$ cat config.mk
export PLATFORM = sky130hd
export DESIGN_NAME = chmux_scan
export DESIGN_NICKNAME = d
export VERILOG_FILES = /design/src/rtl/chmux_scan.sv
export SDC_FILE = /design/constraint.sdc
export NUM_CORES = 1
export LEC_CHECK = 0
export ABC_CLOCK_PERIOD_IN_PS = 1800
export BUFFER_PORTS_ARGS = -buffer_cell sky130_fd_sc_hd__buf_2
export CAP_MARGIN = 15
export CELL_PAD_IN_SITES_DETAIL_PLACEMENT = 1
export CELL_PAD_IN_SITES_GLOBAL_PLACEMENT = 1
export CORE_UTILIZATION = 33
export DETAILED_ROUTE_END_ITERATION = 7
export GPL_TIMING_DRIVEN = 0
export HOLD_SLACK_MARGIN = 0.02
export PLACE_DENSITY_LB_ADDON = 0.15
export REMOVE_ABC_BUFFERS = 1
export SYNTH_ARGS = -nofsm -noshare
export SYNTH_HDL_FRONTEND = slang
export SYNTH_SLANG_ARGS = --single-unit
$ cat constraint.sdc
create_clock -name clk -period 1.8 [get_ports clk]
set_clock_uncertainty 0.1 [all_clocks]
set_input_delay 0.18 -clock clk [delete_from_list [all_inputs] [get_ports clk]]
set_output_delay 0.18 -clock clk [all_outputs]
set_load 0.01 [all_outputs]
$ cat src/rtl/chmux_scan.sv
// ---------------------------------------------------------------------------
// chmux_scan
//   N-channel, W-bit registered multiplexer with manual select, round-robin
//   auto-scan (fixed dwell per channel), sample-and-hold and a one-cycle
//   channel-change strobe. Every output comes straight from a flop.
//
// Optional build macro: CHMUX_MASK_EN
//   Adds ch_mask[NCH]. Scan then skips masked channels, and a masked channel
//   drives dout as zero.
//
// Parameters
//   NCH   : number of input channels (2..16)
//   W     : bits per channel (1..8)
//   DWELL : clocks spent on each channel while scanning (>=1)
//   SELW  : derived select width, not user-set
//
// Ports
//   clk       in   system clock, rising edge
//   rst_n     in   synchronous active-low reset
//   ena       in   global enable, 0 freezes all state
//   din       in   packed channel data, channel k = din[k*W +: W]
//   sel       in   manual channel select (clamped to NCH-1)
//   mode      in   0 = manual, 1 = auto-scan
//   hold      in   1 = freeze channel, dwell counter and dout
//   ch_mask   in   (CHMUX_MASK_EN only) per-channel enable
//   dout      out  registered selected data
//   cur_ch    out  channel currently driving dout
//   ch_strobe out  one-cycle pulse when cur_ch changes
//
// Channel selection
//   mode | meaning
//   0    | manual: cur_ch follows clamped sel, dwell counter reloads
//   1    | scan  : stay for DWELL update edges, then step to next channel
// ---------------------------------------------------------------------------
module chmux_scan #(
    parameter int NCH   = 4,
    parameter int W     = 1,
    parameter int DWELL = 16,
    localparam int SELW = (NCH > 1) ? $clog2(NCH) : 1
) (
    input  logic              clk,
    input  logic              rst_n,
    input  logic              ena,
    input  logic [NCH*W-1:0]  din,
    input  logic [SELW-1:0]   sel,
    input  logic              mode,
    input  logic              hold,
`ifdef CHMUX_MASK_EN
    input  logic [NCH-1:0]    ch_mask,
`endif
    output logic [W-1:0]      dout,
    output logic [SELW-1:0]   cur_ch,
    output logic              ch_strobe
);

    localparam int CW = (DWELL > 1) ? $clog2(DWELL) : 1;
    // Dwell timer counts down the edges left on the current channel;
    // zero is the terminal count where scan advances.
    localparam logic [CW-1:0]   DWELL_TC = CW'(DWELL - 1);
    localparam logic [SELW-1:0] LAST_CH  = SELW'(NCH - 1);

    logic [W-1:0]    r_dout;
    logic [SELW-1:0] r_cur_ch;
    logic [CW-1:0]   r_dwell_left;
    logic            r_strobe;

    logic [W-1:0]    w_ch [NCH];
    logic [SELW-1:0] w_sel_clamped;
    logic [SELW-1:0] w_scan_ch;
    logic [SELW-1:0] w_nxt_ch;
    logic [CW-1:0]   w_nxt_dwell;
    logic [W-1:0]    w_nxt_dout;

    for (genvar k = 0; k < NCH; k++) begin : g_unpack
        assign w_ch[k] = din[k*W +: W];
    end

    // Extra MSB so the compare is meaningful when NCH is a power of two.
    assign w_sel_clamped = ({1'b0, sel} >= (SELW+1)'(NCH)) ? LAST_CH : sel;

`ifdef CHMUX_MASK_EN
    // First enabled channel after cur_ch, searching with wrap. The final
    // candidate is cur_ch itself, so a lone enabled channel stays put and
    // an all-zero mask leaves cur_ch unchanged.
    always_comb begin
        logic [SELW-1:0] cand;
        logic            found;
        cand      = '0;
        found     = 1'b0;
        w_scan_ch = r_cur_ch;
        for (int i = 1; i <= NCH; i++) begin
            cand = SELW'((int'(r_cur_ch) + i) % NCH);
            if (!found && ch_mask[cand]) begin
                w_scan_ch = cand;
                found     = 1'b1;
            end
        end
    end

    assign w_nxt_dout = ch_mask[w_nxt_ch] ? w_ch[w_nxt_ch] : '0;
`else
    assign w_scan_ch  = (r_cur_ch == LAST_CH) ? '0 : r_cur_ch + 1'b1;
    assign w_nxt_dout = w_ch[w_nxt_ch];
`endif

    // State register
    always_ff @(posedge clk) begin
        if (!rst_n) begin
            r_dout       <= '0;
            r_cur_ch     <= '0;
            r_dwell_left <= DWELL_TC;
            r_strobe     <= 1'b0;
        end else if (ena && !hold) begin
            r_dout       <= w_nxt_dout;
            r_cur_ch     <= w_nxt_ch;
            r_dwell_left <= w_nxt_dwell;
            r_strobe     <= (w_nxt_ch != r_cur_ch);
        end else begin
            r_strobe     <= 1'b0;
        end
    end

    // Next-state logic
    always_comb begin
        w_nxt_ch    = r_cur_ch;
        w_nxt_dwell = r_dwell_left;
        if (!mode) begin
            w_nxt_ch    = w_sel_clamped;
            w_nxt_dwell = DWELL_TC;
        end else if (r_dwell_left == '0) begin
            w_nxt_ch    = w_scan_ch;
            w_nxt_dwell = DWELL_TC;
        end else begin
            w_nxt_dwell = r_dwell_left - 1'b1;
        end
    end

    // Outputs
    always_comb begin
        dout      = r_dout;
        cur_ch    = r_cur_ch;
        ch_strobe = r_strobe;
    end

endmodule

== After elaboration in Yosys (flattened, before gate mapping) ==
Cells that the tools add are included.
W data, S select, Z words.
Cells by class
  $add $sub $neg: 2
  multipliers: 0
  divide/modulo/power cells: 0
  order comparisons: 1
  equality and inequality tests: 2
  shift operators: 0
  multiplexer cells: 8
  bitwise logic cells: 1
  reduce and logical (&&, ||, !) cells: 4
Operator list (count)
  $mux W4: 2
  $mux W2: 3
  $logic_not A4 Y1: 1
  $sub A4 B1 Y4 const B: 1
  $ge A3 B3 Y1 const B: 1
  $not A2 Y3: 1
  $add A2 B1 Y2 const B: 1
  $bmux W1 S2: 1
  $eq A2 B2 Y1 const B: 1
  $mux W1: 2
  $ne A2 B2 Y1: 1
  $reduce_and A2 Y1: 1
  $logic_and A1 B1 Y1: 1
  $logic_not A1 Y1: 1
Storage, ports and cells
  register bits: 8
  latch bits: 0
  bits in writable memories: 0
  ROM bits: 0
  input port bits: 11
  output and inout bits: 4
  logic and storage cells: 22
  memories: 0

== Longest topological paths before layout ==
  depth in word-level cells: 8
  gate-level depth with buffers: 8
  mapped depth without buffers: 7

== Worst setup path after synthesis ==
Ideal clock, no wire load.
  kind: register to register
  from: register r_dwell_left[0]
  to: register r_dout, in the netlist dout
  setup time: 0.131 ns
  arrival: 1.633 ns
  data required time: 1.569 ns
  slack: -0.064 ns
  stages on the path, launching flop included: 8
  path buffers: 1
  cell sequence: dfxtp_1 -> inv_1 -> ha_1 -> or3b_1 -> buf_6 -> mux2_4 -> a211oi_2 -> o311ai_1
On the way
  longest elaborated chain between the ends: 7
Ends and longest elaborated chain
  start: declaration: line 64  | logic [CW-1:0] r_dwell_left;
  start signal: assignment: line 116  | r_dwell_left <= w_nxt_dwell;
  $logic_not A4 Y1: line 130  | end else if (r_dwell_left == '0) begin
  $mux W2: line 130
  $mux W2: line 127  | if (!mode) begin
  $not A2 Y3 (not written as such): line 103  | assign w_nxt_dout = w_ch[w_nxt_ch];
  $bmux W1 S2: line 103
  $mux W1 (not written as such) (2 in a row): line 103
  end signal: assignment: line 114  | r_dout <= w_nxt_dout;
  end: declaration: line 62  | logic [W-1:0] r_dout;
No other way between the ends. The select of a mux whose other input is x is not followed.
A chain may end at the register's enable or synchronous reset.

== Final worst setup path ==
Same ends and word-level chain as after synthesis.

==> impl_metrics.toml <==
[cts]
cts-buffers-inserted = 3
cts_root_buffer = "clkbuf_4"
cts_sinks = 8
htree_levels = 1
cts_buffer_depth = 2
cts_tree = "yes"
cts.clk_slew.worst_paths_ps = 60
insertion_delay_ps = 260

[cells_and_area]
layout_common_cells = "buf_2, nand2_1, a21oi_1, buf_4"
final_common_cell = "buf_2"
nNetsFinal = 114
area_growth_pct = 32.39
fin_util_pct = 46.88
layout-drive-gt1-share_pct = 42.42
diodes = 0
stdcell_area_um2 = 818.3

[floorplan]
core-area_um2 = 1745
rows = 15
fp.dieW_um = 45.28
dieArea_um2 = 2050
start_util_pct = 35.41
io-pin-count = 15
die_y_um = 45.28

[global_routing]
grt_pass1_vias = 684
grt_pass1_wl_um = 3036
track_usage_pct = 20.88
grt_max_degree = 15
grt_remaining_overflow = 0
grt_antenna_before_repair = 0

[pwr]
comb_power_share_pct = 22.6
leakagePower_nw = 0.3424
power.switching_uw = 129.1
p_seq_share_pct = 43.9
power_frac_clock_pct = 33.5
power_uw = 436.8
peakVddDrop_v = 0.0003157
powerDensity_nw_per_um2 = 533.8
sw_frac_of_total_pct = 29.56
intPower_uw = 307.7

[timing]
fin_crit_ps = 1838
grt_setup_unrepaired = "yes"
setup_slack_ps = -37.92
slew_headroom_pct = 71.09
finalCritPeriodShare_pct = 102.1
finalSetupViolations = 1
slew_violations = 0
max_freq_mhz = 544.1
finalHoldViolations = 0
max_slew.worst_pin.slew_ps = 429.1

[synthesis]
netlist_instances = 79
synth_top_area_cell = "dfxtp_1"
synth_warnings = 0
synth.top_cell.area_share_pct = 25.91
avgSynthCellArea_um2 = 7.824
synth_flop_cell = "dfxtp_1"
async_flop_share_pct = 0
synth_edf_count = 0
yosysUniqueCellTypes = 33
ys_seq_elements = 8
syn_area_um2 = 618.1
synth_area_leaders = "dfxtp_1, nand2_1, a21oi_1, mux2_4, ha_1"
ys_seq_area_share_pct = 25.91

[routing]
drt_iter0_drc = 15
via_count = 683
post_drt_via_cell_ratio = 5.508
drt_pre_antenna_iters = 4
wl_per_cell_um = 14.39
drc = 0
routed_wirelength_um = 1784
ant_nets = 0

[worst_hold_path]
worst_hold_path.endpoint = "r_dwell_left[2]"
holdPathStages = 2
hold_path.class = "input pin to register"
hold_start = "rst_n"

[critical_path]
regToRegSetupSlack_ps = -40
crit-reg2reg-launch = "r_dwell_left[0]"
critical_path_buf_inv_count = 1
r2r_end = "dout"
cp.required_ps = 1830
endpoint_kind = "register"
crit_arrival_ps = 1870
crit_family = "simple AND/OR/NAND/NOR gates"
path_max_fanout = 4
reg2reg_depth = 7
cp_slowest_stage_delay_ps = 510
crit_slowest_cell = "or3b_2"
path_class = "register to register"
path_cells = "inv_2 > ha_4 > or3b_2 > nor3_1 > a2111oi_2 > nand3_2 > o311ai_1"
start_kind = "register"

[flow_run]
cap_violations = 0

[placement]
place.port_buffers = 14
place_area_um2 = 688.2
post-dp-hpwl_um = 1149
place.gp.congestion = 0.7206

[outcome]
outcome = "complete, but fails checks"
violations = "negative setup slack"
[per-stage QoR]
step / setup slack (ps) / hold WS, ps / instances / setup TNS, ps
floorplan: -108.3 / 141.9 / 75 / -153.3
global placement: -271.5 / 338.7 / 114 / -508.7
detailed placement: -266.0 / 338.3 / 114 / -532.3
CTS: 13.69 / 72.66 / 124 / 0
global route: -117.0 / 81.82 / 124 / -187.4
finish: -37.92 / 69.33 / 124 / -37.92
[kinds of logic (layout without fill, tap and decap cells)]
kind of cell,after synthesis,count (layout),share of synthesized area [%]
DFF,8,8,25.91
muxes,3,3,6.680
and+or+nand+nor,33,34,28.14
xor gates and xnor gates,1,1,1.417
adders and majority gates,2,2,4.048
AOI/OAI and AO/OA,23,23,25.71
buffers and inverters,9,28,8.096
[routing by layer]
metal / part of all wire, % / track usage, %
met4: 3.6 / 13.94
met3: 4.8 / 2.800
met5: 0 / 0
met1: 43 / 26.21
met2: 49 / 33.04
[how the worst max path moves through the flow]
stage,start,endpoint,slack [ps],cells past startpoint
4_1_cts,r_dwell_left[1],dout,10,7
3_5_place_dp,r_dwell_left[0],dout,-270,7
6_report,r_dwell_left[0],dout,-40,7
2_1_floorplan,r_dwell_left[0],dout,-110,6
5_1_grt,r_dwell_left[1],dout,-120,7
3_3_place_gp,r_dwell_left[0],dout,-270,6
[what timing repair did]
item | 4_1_cts | 5_1_grt
gates cloned | 1 | 0
endpoints found under the setup margin | 3 | 4
buffers inserted | 6 | 0
hold buffers | 0 | 0
pin swaps | 3 | 0
resized for setup | 8 | 7
[power groups by stage]
stage	Sequential (mW)	Combinational, mW	Clock, mW
after floorplan	0.197	0.0477	0
after global placement	0.195	0.0838	0
after detailed placement	0.195	0.0852	0
after CTS	0.192	0.0937	0.150
after global routing	0.193	0.111	0.152
final	0.192	0.0988	0.146
[cell type report]
class | count | area (um2)
sequential | 8 | 163.9
timing repair buffer | 20 | 115.1
tap | 25 | 31.28
clock buffer | 3 | 22.52
fill | 224 | 927.1
inverter | 5 | 18.77
multi-input combinational | 63 | 466.7
[cell usage after synthesis, drive strengths merged (2+ instances only)]
library cell  count
nand2b            3
a21oi             7
ha                2
buf               4
nand3             3
nor2b             4
o21ai             5
mux2              3
nor2              3
nor3              3
inv               5
dfxtp             8
nand2            12
o22ai             2
[sequential cells by signal, indices dropped and copies added, names as in the netlist]
signal / flops
ch_strobe: 1
cur_ch: 2
dout: 1
r_dwell_left: 4
Note: power is estimated with default switching activity, not from simulation.
